**src/rtl/cpsr_flag_unit_pkg.sv**
```systemverilog
// cpsr_flag_unit_pkg: shared condition codes, FSM states and NZCV bit positions
package cpsr_flag_unit_pkg;
  localparam int FLAG_N = 3;
  localparam int FLAG_Z = 2;
  localparam int FLAG_C = 1;
  localparam int FLAG_V = 0;
  localparam logic [3:0] COND_EQ = 4'h0;
  localparam logic [3:0] COND_NE = 4'h1;
  localparam logic [3:0] COND_CS = 4'h2;
  localparam logic [3:0] COND_CC = 4'h3;
  localparam logic [3:0] COND_MI = 4'h4;
  localparam logic [3:0] COND_PL = 4'h5;
  localparam logic [3:0] COND_VS = 4'h6;
  localparam logic [3:0] COND_VC = 4'h7;
  localparam logic [3:0] COND_HI = 4'h8;
  localparam logic [3:0] COND_LS = 4'h9;
  localparam logic [3:0] COND_GE = 4'hA;
  localparam logic [3:0] COND_LT = 4'hB;
  localparam logic [3:0] COND_GT = 4'hC;
  localparam logic [3:0] COND_LE = 4'hD;
  localparam logic [3:0] COND_AL = 4'hE;
  localparam logic [3:0] COND_NV = 4'hF;
  typedef enum logic [1:0] {ST_IDLE, ST_HAZ, ST_EVAL, ST_RESP} state_t;
endpackage

```
**src/rtl/cpsr_flag_unit_if.sv**
```systemverilog
// cpsr_flag_unit_if: ALU flag-update, condition request and result channels
interface cpsr_flag_unit_if #(parameter int FLAG_W = 4, parameter int COND_W = 4, parameter int CNT_W = 8);
  logic flag_valid, flag_ready;
  logic [FLAG_W-1:0] flag_nzcv, flag_mask;
  logic cond_valid, cond_ready;
  logic [COND_W-1:0] cond_code;
  logic res_valid, res_ready, res_pass;
  logic [FLAG_W-1:0] cpsr_nzcv;
  logic [CNT_W-1:0] upd_count;
  modport master (
    output flag_valid, flag_nzcv, flag_mask, cond_valid, cond_code, res_ready,
    input flag_ready, cond_ready, res_valid, res_pass, cpsr_nzcv, upd_count
  );
  modport slave (
    input flag_valid, flag_nzcv, flag_mask, cond_valid, cond_code, res_ready,
    output flag_ready, cond_ready, res_valid, res_pass, cpsr_nzcv, upd_count
  );
endinterface

```
**src/rtl/cpsr_flag_unit_cond_eval.sv**
```systemverilog
// cpsr_flag_unit_cond_eval: combinational condition-code test against NZCV
module cpsr_flag_unit_cond_eval import cpsr_flag_unit_pkg::*; #(
  parameter int FLAG_W = 4,
  parameter int COND_W = 4
) (
  input  logic [COND_W-1:0] code,
  input  logic [FLAG_W-1:0] nzcv,
  output logic              pass
);
  logic n, z, c, v;
  logic [2**COND_W-1:0] truth;
  assign n = nzcv[FLAG_N];
  assign z = nzcv[FLAG_Z];
  assign c = nzcv[FLAG_C];
  assign v = nzcv[FLAG_V];
  // one truth bit per condition, selected by the code
  always_comb begin
    truth = '0;
    truth[COND_EQ] = z;
    truth[COND_NE] = !z;
    truth[COND_CS] = c;
    truth[COND_CC] = !c;
    truth[COND_MI] = n;
    truth[COND_PL] = !n;
    truth[COND_VS] = v;
    truth[COND_VC] = !v;
    truth[COND_HI] = c & !z;
    truth[COND_LS] = !c | z;
    truth[COND_GE] = n == v;
    truth[COND_LT] = n != v;
    truth[COND_GT] = !z & (n == v);
    truth[COND_LE] = z | (n != v);
    truth[COND_AL] = 1'b1;
    truth[COND_NV] = 1'b0;
  end
  assign pass = truth[code];
endmodule

```
**src/rtl/cpsr_flag_unit.sv**
```systemverilog
// cpsr_flag_unit: CPSR NZCV register with condition evaluation handshake
// FLAG_FORWARD_EN: skip the hazard bubble when a flag write lands with a request
module cpsr_flag_unit import cpsr_flag_unit_pkg::*; #(
  parameter int FLAG_W = 4,
  parameter int COND_W = 4,
  parameter int CNT_W  = 8
) (
  input logic clk,
  input logic rst,
  cpsr_flag_unit_if.slave bus
);
  state_t state;
  logic [COND_W-1:0] code;
  logic [FLAG_W-1:0] cpsr;
  logic [CNT_W-1:0] cnt;
  logic fire, pass, frdy, crdy, rvalid, rpass;
  assign fire = bus.flag_valid & frdy;
  cpsr_flag_unit_cond_eval #(.FLAG_W(FLAG_W), .COND_W(COND_W)) u_eval (
    .code(code),
    .nzcv(cpsr),
    .pass(pass)
  );
  // request sequencing; flags are frozen only while evaluating
  always_ff @(posedge clk or posedge rst)
    if (rst) begin
      state <= ST_IDLE;
      code <= '0;
      crdy <= 1'b1;
      frdy <= 1'b1;
      rvalid <= 1'b0;
      rpass <= 1'b0;
    end else begin
      case (state)
        ST_IDLE: if (bus.cond_valid) begin
          code <= bus.cond_code;
          crdy <= 1'b0;
`ifdef FLAG_FORWARD_EN
          state <= ST_EVAL;
          frdy <= 1'b0;
`else
          state <= fire ? ST_HAZ : ST_EVAL;
          frdy <= fire;
`endif
        end
        ST_HAZ: begin
          state <= ST_EVAL;
          frdy <= 1'b0;
        end
        ST_EVAL: begin
          state <= ST_RESP;
          rvalid <= 1'b1;
          rpass <= pass;
          frdy <= 1'b1;
        end
        ST_RESP: if (bus.res_ready) begin
          state <= ST_IDLE;
          rvalid <= 1'b0;
          crdy <= 1'b1;
        end
        default: state <= ST_IDLE;
      endcase
    end
  // masked flag merge and saturating update counter
  always_ff @(posedge clk or posedge rst)
    if (rst) begin
      cpsr <= '0;
      cnt <= '0;
    end else if (fire) begin
      cpsr <= (cpsr & ~bus.flag_mask) | (bus.flag_nzcv & bus.flag_mask);
      cnt <= cnt + {{(CNT_W-1){1'b0}}, ~&cnt};
    end
  assign bus.flag_ready = frdy;
  assign bus.cond_ready = crdy;
  assign bus.res_valid = rvalid;
  assign bus.res_pass = rpass;
  assign bus.cpsr_nzcv = cpsr;
  assign bus.upd_count = cnt;
endmodule
```
**src/flat_wrapper.sv**
```systemverilog
// flat-port wrapper written by rule: the top's interface ports become plain ports
module cpsr_flag_unit_flat import cpsr_flag_unit_pkg::*;
#(
  parameter int FLAG_W = 4,
  parameter int COND_W = 4,
  parameter int CNT_W  = 8
)
  (clk, rst, bus_flag_valid, bus_flag_nzcv, bus_flag_mask, bus_cond_valid, bus_cond_code, bus_res_ready, bus_flag_ready, bus_cond_ready, bus_res_valid, bus_res_pass, bus_cpsr_nzcv, bus_upd_count);
  cpsr_flag_unit_if #(.FLAG_W(FLAG_W), .COND_W(COND_W), .CNT_W(CNT_W)) bus_i ();
  input logic clk;
  input logic rst;
  input wire logic [$bits(bus_i.flag_valid)-1:0] bus_flag_valid;
  input wire logic [$bits(bus_i.flag_nzcv)-1:0] bus_flag_nzcv;
  input wire logic [$bits(bus_i.flag_mask)-1:0] bus_flag_mask;
  input wire logic [$bits(bus_i.cond_valid)-1:0] bus_cond_valid;
  input wire logic [$bits(bus_i.cond_code)-1:0] bus_cond_code;
  input wire logic [$bits(bus_i.res_ready)-1:0] bus_res_ready;
  output wire logic [$bits(bus_i.flag_ready)-1:0] bus_flag_ready;
  output wire logic [$bits(bus_i.cond_ready)-1:0] bus_cond_ready;
  output wire logic [$bits(bus_i.res_valid)-1:0] bus_res_valid;
  output wire logic [$bits(bus_i.res_pass)-1:0] bus_res_pass;
  output wire logic [$bits(bus_i.cpsr_nzcv)-1:0] bus_cpsr_nzcv;
  output wire logic [$bits(bus_i.upd_count)-1:0] bus_upd_count;
  assign bus_i.flag_valid = bus_flag_valid;
  assign bus_i.flag_nzcv = bus_flag_nzcv;
  assign bus_i.flag_mask = bus_flag_mask;
  assign bus_i.cond_valid = bus_cond_valid;
  assign bus_i.cond_code = bus_cond_code;
  assign bus_i.res_ready = bus_res_ready;
  assign bus_flag_ready = bus_i.flag_ready;
  assign bus_cond_ready = bus_i.cond_ready;
  assign bus_res_valid = bus_i.res_valid;
  assign bus_res_pass = bus_i.res_pass;
  assign bus_cpsr_nzcv = bus_i.cpsr_nzcv;
  assign bus_upd_count = bus_i.upd_count;
  cpsr_flag_unit #(.FLAG_W(FLAG_W), .COND_W(COND_W), .CNT_W(CNT_W)) u_core (.clk(clk), .rst(rst), .bus(bus_i));
endmodule
```
**config.mk**
```make
export PLATFORM = sky130hd
export DESIGN_NAME = cpsr_flag_unit_flat
export DESIGN_NICKNAME = d
export VERILOG_FILES = /design/src/rtl/cpsr_flag_unit_pkg.sv /design/src/rtl/cpsr_flag_unit_if.sv /design/src/rtl/cpsr_flag_unit_cond_eval.sv /design/src/rtl/cpsr_flag_unit.sv /design/src/flat_wrapper.sv
export SDC_FILE = /design/constraint.sdc
export NUM_CORES = 1
export LEC_CHECK = 0
export CAP_MARGIN = 30
export CORE_ASPECT_RATIO = 1.4
export CORE_MARGIN = 3
export CORE_UTILIZATION = 35
export CTS_BUF_LIST = sky130_fd_sc_hd__clkbuf_4 sky130_fd_sc_hd__clkbuf_8 sky130_fd_sc_hd__clkbuf_16
export CTS_CLUSTER_SIZE = 25
export DETAILED_ROUTE_END_ITERATION = 8
export PLACE_DENSITY = 0.64
export SYNTH_ARGS = -nofsm -noshare
export SYNTH_HDL_FRONTEND = slang
export SYNTH_HIERARCHICAL = 1
export SYNTH_SLANG_ARGS = --single-unit
```
**constraint.sdc**
```tcl
create_clock -name clk -period 2.7 [get_ports clk]
set_clock_uncertainty 0.05 [all_clocks]
set_input_delay 0.675 -clock clk [delete_from_list [all_inputs] [get_ports clk]]
set_output_delay 0.675 -clock clk [all_outputs]
set_load 0.05 [all_outputs]
```
=== After elaboration in Yosys (flattened, before gate mapping) ===
Index checks and enable logic that the tools add are counted.

* Register bits: 22
* Input bits: 17
* Output and inout bits: 16
* Word-level logic and storage cells: 54

* $add $sub $neg: 1
* Order comparisons: 1
* Equality and inequality tests: 7
* Multiplexer cells: 13
* Bitwise gates (word level): 9
* Reduce and logical (&&, ||, !) cells: 15

{| class="wikitable"
|+ Operators by type and width
! cell !! number
|-
| $add 8x1->8 || 1
|-
| $and 4x4->4 || 2
|-
| $pmux 2 s4 || 1
|-
| $reduce_and 2->1 || 4
|-
| $reduce_and 8->1 || 1
|-
| $mux 2 || 3
|-
| $logic_not 1->1 || 5
|-
| $lt 4x5->1 const B || 1
|-
| $mux 1 || 5
|-
| $bmux 1 s4 || 1
|-
| $eq 2x2->1 const B || 2
|-
| $ne 2x2->1 const B || 2
|-
| $not 4->4 || 1
|-
| $or 4x4->4 || 1
|-
| $pmux 1 s2 || 2
|-
| $reduce_bool 2->1 || 2
|-
| $and 1x1->1 || 3
|-
| $pmux 1 s3 || 1
|-
| $reduce_and 3->1 || 1
|-
| $reduce_bool 3->1 || 1
|-
| $eq 2x1->1 const B || 1
|-
| $logic_not 2->1 || 1
|-
| $or 1x1->1 || 2
|-
| $eq 1x1->1 || 1
|-
| $ne 1x1->1 || 1
|}

=== Depth between registers and ports, before layout ===
Gate-level depths: netlist of the first run.

* Word-level depth: 4
* Gate-level depth with buffers: 6
* Gate-level depth less buffers: 6

=== Cells and area by module ===
Netlist of the first run, hierarchy kept.

{| class="wikitable"
|+ By module, submodules not included
! module !! instances !! cells each !! area each (µm²) !! sequential area each (µm²)
|-
| cpsr_flag_unit || 1 || 82 || 1,068.5 || 553.0
|-
| cpsr_flag_unit_cond_eval || 1 || 11 || 82.6 || 0.0
|}

=== Worst setup path before layout of the first run ===
Ideal clock, no wire load.

* Path kind: flip-flop to flip-flop
* From: register u_core.cnt[3] (netlist: u_core/bus.upd_count[3])
* To: register u_core.cnt[1] (netlist: u_core/bus.upd_count[1])
* Setup time: 125 ps
* Arrival time: 1,694 ps
* Data required time: 2,525 ps
* Slack: 831 ps
* Stages on the path, launching flop included: 6
* Path buffers: 0
* Period minus slack after synthesis: 1,869 ps
* Path through: dfrtp_1 and4_1 nand2_1 ha_1 ha_1 mux2_4

* Word-level cells in the longest chain between the ends: 3

{| class="wikitable"
|+ Ends and longest elaborated chain
! what !! line !! source
|-
| start, declared || cpsr_flag_unit.sv:15 || <nowiki>logic [CNT_W-1:0] cnt;</nowiki>
|-
| start signal, assigned || cpsr_flag_unit.sv:70 || <nowiki>cnt <= cnt + {{(CNT_W-1){1'b0}}, ~&cnt};</nowiki>
|-
| $reduce_and 8->1 || cpsr_flag_unit.sv:70 ||
|-
| $logic_not 1->1 || cpsr_flag_unit.sv:70 ||
|-
| $add 8x1->8 || cpsr_flag_unit.sv:70 ||
|}

No other way between the ends.
A chain may end at the register's enable or synchronous reset.

=== Final worst setup path of the first run ===
* From: register u_core.frdy (netlist: u_core/bus.flag_ready)
* To: output port bus_flag_ready

{| class="wikitable"
|+ RTL lines
! what !! line !! source
|-
| start, declared || cpsr_flag_unit.sv:16 || <nowiki>logic fire, pass, frdy, crdy, rvalid, rpass;</nowiki>
|-
| start signal, assigned || cpsr_flag_unit.sv:42 || <nowiki>frdy <= fire;</nowiki>
|-
| end, declared || flat_wrapper.sv:18 || <nowiki>output wire logic [$bits(bus_i.flag_ready)-1:0] bus_flag_ready;</nowiki>
|}

No word-level cell between the ends.

==> results of run 1 <==
-- layout by cell type (no fill, tap or decap), types with 2 or more instances in the layout --
master / count
sky130_fd_sc_hd__clkdlybuf4s50_1: 32
sky130_fd_sc_hd__dfrtp_1: 20
sky130_fd_sc_hd__nand2_1: 9
sky130_fd_sc_hd__mux2_2: 9
sky130_fd_sc_hd__xnor2_1: 7
sky130_fd_sc_hd__ha_1: 6
sky130_fd_sc_hd__inv_1: 4
sky130_fd_sc_hd__mux2i_1: 4
sky130_fd_sc_hd__nor2_1: 4
sky130_fd_sc_hd__clkbuf_8: 3
sky130_fd_sc_hd__nand4_1: 3
sky130_fd_sc_hd__mux2_4: 3
sky130_fd_sc_hd__and3_1: 2
sky130_fd_sc_hd__and4_1: 2
sky130_fd_sc_hd__a21oi_1: 2
sky130_fd_sc_hd__dfstp_2: 2
sky130_fd_sc_hd__xor2_1: 2
-- cell families (layout without fill, tap and decap cells) --
family | Yosys count | after routing
XOR/XNOR | 9 | 9
adder cells (fa/ha/maj) | 6 | 6
buffers and inverters | 5 | 41
flip-flops | 22 | 22
AND/OR/NAND/NOR | 26 | 26
AO/OA/AOI/OAI | 9 | 9
multiplexers | 16 | 16
-- final timing paths --
path	to	slack (ns)	cells past startpoint
min in group asynchronous	async pin	0.68	3
worst max register to register	u_core/bus.res_pass	1.06	5
max in group asynchronous	u_core/bus.cond_ready	1.63	3
worst min register to register	u_core/bus.upd_count[7]	0.46	1
worst min-delay path	u_core/bus.upd_count[7]	0.46	1
worst max-delay path	bus_flag_ready	0.37	1
-- final cells by class --
class / instances / area (µm²) / area share (%)
clock buffer: 4 / 48.8 / 3.14
inverter: 4 / 15.0 / 0.965
timing repair buffer: 33 / 328 / 21.1
tap: 39 / 48.8 / 3.14
multi-input combinational: 66 / 563 / 36.2
sequential: 22 / 553 / 35.5
-- Yosys cell counts, types with 3 or more instances --
cell type / number / area share, %
sky130_fd_sc_hd__nor2_1: 4 / 1.3
sky130_fd_sc_hd__dfrtp_1: 20 / 43
sky130_fd_sc_hd__mux2i_1: 4 / 3.5
sky130_fd_sc_hd__mux2_4: 3 / 3.9
sky130_fd_sc_hd__xnor2_1: 7 / 5.3
sky130_fd_sc_hd__nand2_1: 9 / 2.9
sky130_fd_sc_hd__mux2_2: 9 / 8.8
sky130_fd_sc_hd__inv_1: 4 / 1.3
sky130_fd_sc_hd__nand4_1: 3 / 1.6
sky130_fd_sc_hd__ha_1: 6 / 6.5
-- per-stage QoR --
stage | hold WS, ns | instances | utilization (%)
global placement | 0.441 | 164 | 48.3
CTS | 0.460 | 168 | 49.8
detailed placement | 0.439 | 164 | 48.3
floorplan | 0.451 | 93 | -
finish | 0.456 | 168 | 49.8
global route | 0.497 | 168 | 49.8
-- power by group --
group          switching (W)  total [W]  internal (W)
logic               0.000621    0.00111      0.000489
registers           0.000148   0.000631      0.000482
clock network       0.000109   0.000224      0.000115
-- per-layer routing --
| layer | vias to the layer above | wire, µm |
|---|---|---|
| met1 | 400 | 1050 |
| met4 | 0 | 36 |
| li1 | 399 | - |
| met5 | - | 0 |
| met2 | 30 | 1120 |
| met3 | 3 | 167 |
==> run_summary.xml, run 1 <==
<?xml version="1.0" encoding="UTF-8"?>
<metrics>
  <group name="synthesis">
    <metric name="muxShareOfSynthArea" unit="%">16.2</metric>
    <metric name="asyncSetResetFlopFracSynth" unit="%">100</metric>
    <metric name="syn_area_per_cell" unit="µm²">12.4</metric>
    <metric name="dominantRegCellSynth" unit="">sky130_fd_sc_hd__dfrtp_1</metric>
    <metric name="synthesis.instances" unit="">93</metric>
    <metric name="synth_edf_count" unit="">0</metric>
    <metric name="synth_xor_area_share" unit="%">6.85</metric>
    <metric name="yosysWarningCount" unit="">6</metric>
    <metric name="yosys.area_share.adder" unit="%">6.52</metric>
    <metric name="synth_top_family_by_area" unit="">multiplexers</metric>
    <metric name="yosys_register_bits" unit="">22</metric>
    <metric name="synthesis.nets" unit="">116</metric>
    <metric name="synth_cell_types" unit="">29</metric>
    <metric name="share_of_synthesized_cell_area_in_and_or_nand_and_nor_gates" unit="%">12.6</metric>
    <metric name="share_of_the_synthesized_area_in_compound_gates_ao_oa_aoi_oai" unit="%">6.74</metric>
    <metric name="mappedNetlistArea" unit="µm²">1150</metric>
    <metric name="yosysSeqAreaShare" unit="%">48.0</metric>
  </group>
  <group name="sta">
    <metric name="setup_viol" unit="">0</metric>
    <metric name="timing.final.crit_period" unit="ns">2.33</metric>
    <metric name="rsz0062_at_grt" unit="">no</metric>
    <metric name="setup_tns" unit="ns">0</metric>
    <metric name="timing.max_slew.rel_slack" unit="%">65.9</metric>
    <metric name="hold_viol" unit="">0</metric>
    <metric name="tightest_slew" unit="ns">0.510</metric>
    <metric name="maxClockFrequency" unit="MHz">429</metric>
    <metric name="final-max-slew-violation-count" unit="">0</metric>
    <metric name="timing.final.crit_share" unit="%">86.4</metric>
    <metric name="layout_setup_ws" unit="ns">0.368</metric>
  </group>
  <group name="detailed_routing">
    <metric name="routedWlPerCell" unit="µm">14.1</metric>
    <metric name="ant_nets" unit="">0</metric>
    <metric name="drt-pass1-iter-count" unit="">4</metric>
    <metric name="route.vias.total" unit="">832</metric>
    <metric name="average_via_count_per_standard_cell" unit="">4.95</metric>
    <metric name="drt_iter0_drc" unit="">11</metric>
    <metric name="drc" unit="">0</metric>
    <metric name="drt_wl_total" unit="µm">2370</metric>
  </group>
  <group name="setup_path">
    <metric name="cp_cell_sequence" unit="">clkdlybuf4s50_1</metric>
    <metric name="cpPeakStageDelay" unit="ns">0.80</metric>
    <metric name="worst-endpoint-required" unit="ns">1.98</metric>
    <metric name="crit_fanout" unit="">3</metric>
    <metric name="cp-start-kind" unit="">flip-flop</metric>
    <metric name="worstReg2RegStart" unit="">u_core/code[2]</metric>
    <metric name="endpoint_class_of_the_critical_path" unit="">output port</metric>
    <metric name="cp_max_stage_cell" unit="">sky130_fd_sc_hd__clkdlybuf4s50_1</metric>
    <metric name="cp_data_arrival_time" unit="ns">1.61</metric>
    <metric name="timing.critical_path.from" unit="">u_core/bus.flag_ready</metric>
    <metric name="critical_path.n_buffers_inverters" unit="">1</metric>
    <metric name="criticalPathCategory" unit="">flip-flop to output port</metric>
    <metric name="worst_path_dominant_cell_family" unit="">buffers and inverters</metric>
  </group>
  <group name="floorplanning">
    <metric name="chipHeight" unit="µm">73.9</metric>
    <metric name="initial_utilization" unit="%">36.9</metric>
    <metric name="die_width" unit="µm">54.5</metric>
    <metric name="num_io_pins" unit="">33</metric>
    <metric name="core_region_area" unit="µm²">3120</metric>
    <metric name="num_rows" unit="">24</metric>
    <metric name="die-area" unit="µm²">4020</metric>
  </group>
  <group name="clock_tree">
    <metric name="cts-root-buf" unit="">sky130_fd_sc_hd__clkbuf_8</metric>
    <metric name="cts_htree_levels" unit="">1</metric>
    <metric name="clk_latency" unit="ns">0.26</metric>
    <metric name="tritoncts" unit="">done</metric>
    <metric name="post_cts_buffers" unit="">0</metric>
    <metric name="tritoncts.num_buffers" unit="">3</metric>
    <metric name="holdBufCountCts" unit="">0</metric>
    <metric name="cts-root-to-sink-buffers" unit="">2</metric>
    <metric name="cts.sinks" unit="">22</metric>
    <metric name="quantity_of_gates_resized_following_cts" unit="">0</metric>
    <metric name="clk_transition_reported_paths" unit="ns">0.08</metric>
  </group>
  <group name="global_routing">
    <metric name="groute.layer.met3.usage" unit="%">3.45</metric>
    <metric name="congestion_overflow_gr" unit="">0</metric>
    <metric name="grtUsageMet2" unit="%">22.5</metric>
    <metric name="grt_start_max_net_pins" unit="">23</metric>
    <metric name="grt_first_pass_wirelength" unit="µm">3930</metric>
    <metric name="grt_pass1_vias" unit="">880</metric>
    <metric name="grtUsageMet1" unit="%">16.0</metric>
    <metric name="grt_most_used_layer" unit="">met2</metric>
    <metric name="grt_antenna_before_repair" unit="">0</metric>
    <metric name="grt_use_total" unit="%">13.5</metric>
  </group>
  <group name="pwr">
    <metric name="post-layout-total-power" unit="W">0.00196</metric>
    <metric name="leakage" unit="nW">0.676</metric>
    <metric name="pwr_cell_area" unit="nW/µm²">1260</metric>
    <metric name="vdd_ir_drop_max" unit="V">0.000604</metric>
  </group>
  <group name="cells_and_area">
    <metric name="nNetsFinal" unit="">153</metric>
    <metric name="fillers" unit="">290</metric>
    <metric name="antenna-diode-count" unit="">0</metric>
    <metric name="drive_gt1_share" unit="%">17.8</metric>
    <metric name="syn2layout_area_growth" unit="%">35.2</metric>
    <metric name="design_area" unit="µm²">1560</metric>
  </group>
  <group name="worst_hold_path">
    <metric name="hold_path_startpoint" unit="">u_core/bus.upd_count[7]</metric>
    <metric name="hp-class" unit="">flip-flop to flip-flop</metric>
  </group>
  <group name="placed_design">
    <metric name="weighted_congestion_at_the_end_of_routability_driven_global_placement" unit="">0.702</metric>
    <metric name="placedInstanceArea" unit="µm²">1510</metric>
    <metric name="dp_hpwl" unit="µm">1730</metric>
    <metric name="dp_worst_setup_slack" unit="ns">0.652</metric>
    <metric name="numPortBuffers" unit="">32</metric>
  </group>
  <group name="status">
    <metric name="status" unit="">completed</metric>
  </group>
  <group name="run">
    <metric name="cap_viol_max_count" unit="">0</metric>
  </group>
</metrics>
Power figures use the tool's default switching activity.
==> inputs of run 2 (changes only) <==
--- a/config.mk
+++ b/config.mk
@@ -15,5 +15,4 @@
 export PLACE_DENSITY = 0.64
 export SYNTH_ARGS = -nofsm -noshare
 export SYNTH_HDL_FRONTEND = slang
-export SYNTH_HIERARCHICAL = 1
 export SYNTH_SLANG_ARGS = --single-unit
==> run 2 against run 1 <==
Die area shrank 3.3%. Largest cell class is now sequential cells. Synthesized area shrank 3.7%. Flip-flop and latch count is the same. Via count grew 2.9%. Global-route usage grew 1.0 points. Register-to-register slack lost 0.21 ns. Wire length grew 0.97%.
==> run_summary.xml, run 2 <==
<?xml version="1.0" encoding="UTF-8"?>
<metrics>
  <group name="cells_and_area">
    <metric name="antenna-diode-count" unit="">0</metric>
    <metric name="design_area" unit="µm²">1530</metric>
    <metric name="nNetsFinal" unit="">160</metric>
    <metric name="drive_gt1_share" unit="%">14.0</metric>
    <metric name="layout_commonest_cell" unit="">sky130_fd_sc_hd__clkdlybuf4s50_1</metric>
    <metric name="post_layout_util" unit="%">52.0</metric>
    <metric name="syn2layout_area_growth" unit="%">37.8</metric>
    <metric name="finalNonFillerCells" unit="">173</metric>
    <metric name="most-common-layout-cells" unit="">32 x sky130_fd_sc_hd__clkdlybuf4s50_1, 20 x sky130_fd_sc_hd__dfrtp_1, 10 x sky130_fd_sc_hd__nand2_1, 10 x sky130_fd_sc_hd__mux2_2</metric>
  </group>
  <group name="sta">
    <metric name="timing.final.crit_period" unit="ns">2.34</metric>
    <metric name="setup_tns" unit="ns">0</metric>
    <metric name="setup_viol" unit="">0</metric>
    <metric name="timing.max_slew.rel_slack" unit="%">65.9</metric>
    <metric name="rsz0062_at_grt" unit="">no</metric>
    <metric name="timing.final.crit_share" unit="%">86.6</metric>
    <metric name="hold_viol" unit="">0</metric>
    <metric name="maxClockFrequency" unit="MHz">428</metric>
    <metric name="final-max-slew-violation-count" unit="">0</metric>
    <metric name="tightest_slew" unit="ns">0.510</metric>
  </group>
  <group name="pwr">
    <metric name="sequentialPowerShare" unit="%">33.8</metric>
    <metric name="clkPwrFrac" unit="%">11.6</metric>
    <metric name="swShare" unit="%">45.2</metric>
    <metric name="pwr_cell_area" unit="nW/µm²">1220</metric>
    <metric name="vdd_ir_drop_max" unit="V">0.000582</metric>
    <metric name="power.net_switching" unit="W">0.000843</metric>
    <metric name="leakage" unit="nW">0.649</metric>
    <metric name="internal_power" unit="W">0.00102</metric>
    <metric name="p_comb_share" unit="%">54.6</metric>
  </group>
  <group name="synthesis">
    <metric name="synthesis.instances" unit="">100</metric>
    <metric name="synthesis.nets" unit="">123</metric>
    <metric name="yosysWarningCount" unit="">0</metric>
    <metric name="synth_largest_type_area_fraction" unit="%">45.1</metric>
    <metric name="synth_cell_types" unit="">29</metric>
    <metric name="yosysSeqAreaShare" unit="%">49.9</metric>
    <metric name="mappedNetlistArea" unit="µm²">1110</metric>
    <metric name="dominantRegCellSynth" unit="">sky130_fd_sc_hd__dfrtp_1</metric>
    <metric name="synthTopCellsByArea" unit="">sky130_fd_sc_hd__dfrtp_1 45%, sky130_fd_sc_hd__mux2_2 10%, sky130_fd_sc_hd__ha_1 6.8%</metric>
    <metric name="synth_most_common_cell" unit="">sky130_fd_sc_hd__dfrtp_1</metric>
    <metric name="asyncSetResetFlopFracSynth" unit="%">100</metric>
    <metric name="netlist.top_cell.by_area" unit="">sky130_fd_sc_hd__dfrtp_1</metric>
    <metric name="yosys_register_bits" unit="">22</metric>
    <metric name="syn_area_per_cell" unit="µm²">11.1</metric>
    <metric name="netlist_top_cells_count" unit="">20 x sky130_fd_sc_hd__dfrtp_1, 10 x sky130_fd_sc_hd__mux2_2, 10 x sky130_fd_sc_hd__nand2_1</metric>
    <metric name="synth_edf_count" unit="">0</metric>
  </group>
  <group name="global_routing">
    <metric name="grt_first_pass_wirelength" unit="µm">4180</metric>
    <metric name="grt_pass1_vias" unit="">894</metric>
    <metric name="congestion_overflow_gr" unit="">0</metric>
    <metric name="grt_antenna_before_repair" unit="">0</metric>
    <metric name="grt_start_max_net_pins" unit="">23</metric>
    <metric name="grt_use_total" unit="%">14.5</metric>
  </group>
  <group name="placed_design">
    <metric name="weighted_congestion_at_the_end_of_routability_driven_global_placement" unit="">0.712</metric>
    <metric name="dpl.cell_count" unit="">169</metric>
    <metric name="dp_hpwl" unit="µm">1890</metric>
    <metric name="placedInstanceArea" unit="µm²">1480</metric>
    <metric name="numPortBuffers" unit="">32</metric>
  </group>
  <group name="floorplanning">
    <metric name="chipHeight" unit="µm">72.6</metric>
    <metric name="die-area" unit="µm²">3890</metric>
    <metric name="num_rows" unit="">23</metric>
    <metric name="initial_utilization" unit="%">37.8</metric>
    <metric name="die_width" unit="µm">53.6</metric>
    <metric name="core_region_area" unit="µm²">2940</metric>
    <metric name="num_io_pins" unit="">33</metric>
  </group>
  <group name="setup_path">
    <metric name="worstReg2RegStart" unit="">u_core.bus.upd_count[3]</metric>
    <metric name="reg2reg_depth" unit="">7</metric>
    <metric name="worst-endpoint-required" unit="ns">1.98</metric>
    <metric name="cp_max_stage_cell" unit="">sky130_fd_sc_hd__clkdlybuf4s50_1</metric>
    <metric name="critical_path.n_buffers_inverters" unit="">1</metric>
    <metric name="cp_cell_sequence" unit="">clkdlybuf4s50_1</metric>
    <metric name="criticalPathCategory" unit="">flip-flop to output port</metric>
    <metric name="cp-start-kind" unit="">flip-flop</metric>
    <metric name="worst_path_dominant_cell_family" unit="">buffers and inverters</metric>
    <metric name="setup.reg_to_reg.worst_slack" unit="ns">0.85</metric>
    <metric name="endpoint_class_of_the_critical_path" unit="">output port</metric>
    <metric name="cp_data_arrival_time" unit="ns">1.61</metric>
    <metric name="cpPeakStageDelay" unit="ns">0.81</metric>
    <metric name="r2r_end" unit="">u_core.bus.upd_count[6]</metric>
    <metric name="crit_fanout" unit="">3</metric>
  </group>
  <group name="detailed_routing">
    <metric name="route.vias.total" unit="">856</metric>
    <metric name="drt_wl_total" unit="µm">2390</metric>
    <metric name="drc" unit="">0</metric>
    <metric name="drt_iter0_drc" unit="">7</metric>
    <metric name="average_via_count_per_standard_cell" unit="">4.95</metric>
    <metric name="ant_nets" unit="">0</metric>
    <metric name="routedWlPerCell" unit="µm">13.8</metric>
    <metric name="drt-pass1-iter-count" unit="">4</metric>
  </group>
  <group name="clock_tree">
    <metric name="post_cts_buffers" unit="">0</metric>
    <metric name="holdBufCountCts" unit="">0</metric>
    <metric name="tritoncts" unit="">done</metric>
    <metric name="tritoncts.num_buffers" unit="">3</metric>
    <metric name="quantity_of_gates_resized_following_cts" unit="">0</metric>
    <metric name="cts_htree_levels" unit="">1</metric>
    <metric name="cts.sinks" unit="">22</metric>
    <metric name="clk_transition_reported_paths" unit="ns">0.07</metric>
    <metric name="cts-root-buf" unit="">sky130_fd_sc_hd__clkbuf_8</metric>
    <metric name="clk_latency" unit="ns">0.26</metric>
    <metric name="cts-root-to-sink-buffers" unit="">2</metric>
  </group>
  <group name="status">
    <metric name="status" unit="">completed</metric>
  </group>
  <group name="worst_hold_path">
    <metric name="hold_path_startpoint" unit="">u_core.bus.flag_ready</metric>
    <metric name="min_delay_path_depth" unit="">2</metric>
    <metric name="hp-class" unit="">flip-flop to flip-flop</metric>
    <metric name="min_delay_worst_endpoint" unit="">u_core.bus.flag_ready</metric>
  </group>
  <group name="run">
    <metric name="cap_viol_max_count" unit="">0</metric>
  </group>
</metrics>
-- run 2: cell count changes in the layout (fill, tap and decap cells not counted), moves of 2 or more --
cell | previous run | this run
sky130_fd_sc_hd__a21oi_1 | 2 | 4
sky130_fd_sc_hd__and4_1 | 2 | 0
sky130_fd_sc_hd__inv_1 | 4 | 6
sky130_fd_sc_hd__mux2_4 | 3 | 0
sky130_fd_sc_hd__mux2i_1 | 4 | 2
sky130_fd_sc_hd__nor2_1 | 4 | 6
sky130_fd_sc_hd__nor2b_1 | 0 | 3
sky130_fd_sc_hd__o31a_1 | 0 | 2
sky130_fd_sc_hd__or2_2 | 0 | 2
-- run 2: metrics by stage --
step | setup slack [ns] | hold slack [ns] | power, W
2_1_floorplan | 0.665 | 0.453 | 0.00134
3_3_place_gp | 0.542 | 0.450 | 0.00164
3_5_place_dp | 0.419 | 0.446 | 0.00167
4_1_cts | 0.351 | 0.457 | 0.00189
5_1_grt | 0.326 | 0.479 | 0.00201
6_report | 0.363 | 0.453 | 0.00187
-- run 2: power groups by stage --
| stage | logic [W] | registers (W) | clock network [W] |
|---|---|---|---|
| finish | 0.00102 | 0.000632 | 0.000216 |
| global route | 0.00110 | 0.000666 | 0.000242 |
| CTS | 0.00103 | 0.000634 | 0.000226 |
| detailed placement | 0.00103 | 0.000640 | 0 |
| global placement | 0.00101 | 0.000632 | 0 |
| floorplan | 0.000411 | 0.000931 | 0 |
-- run 2: kinds of logic after synthesis --
group	count (synthesis)	share of synthesized area, %
DFF	22	49.9
buffers and inverters	7	2.37
AOI/OAI and AO/OA	13	7.90
muxes	12	12.0
and+or+nand+nor	32	14.8
xor gates and xnor gates	8	6.32
adders and majority gates	6	6.77
-- run 2: cell type report --
| class | instances | area, µm² |
|---|---|---|
| sequential | 22 | 553 |
| multi-input combinational | 71 | 529 |
| inverter | 6 | 22.5 |
| tap | 37 | 46.3 |
| timing repair buffer | 33 | 328 |
| fill | 296 | 1410 |
| clock buffer | 4 | 48.8 |
-- run 2: per-layer routing --
metal / up-vias / wire length, µm / GRT usage, %
met3: 2 / 81 / 2.45
met2: 16 / 1330 / 24.4
met1: 417 / 958 / 18.0
met5: - / 0 / 0
li1: 421 / - / -
met4: 0 / 19 / 5.97
-- run 2: worst max-delay path by stage --
stage                                 start  slack [ns]  cells after the start                 endpoint
floorplan           u_core.bus.upd_count[3]        0.66                      7  u_core.bus.upd_count[6]
global placement             bus_flag_valid        0.54                      5  u_core.bus.upd_count[6]
detailed placement           bus_flag_valid        0.42                      5  u_core.bus.upd_count[7]
CTS                   u_core.bus.cond_ready        0.35                      1           bus_cond_ready
global route          u_core.bus.cond_ready        0.33                      1           bus_cond_ready
finish                u_core.bus.cond_ready        0.36                      1           bus_cond_ready
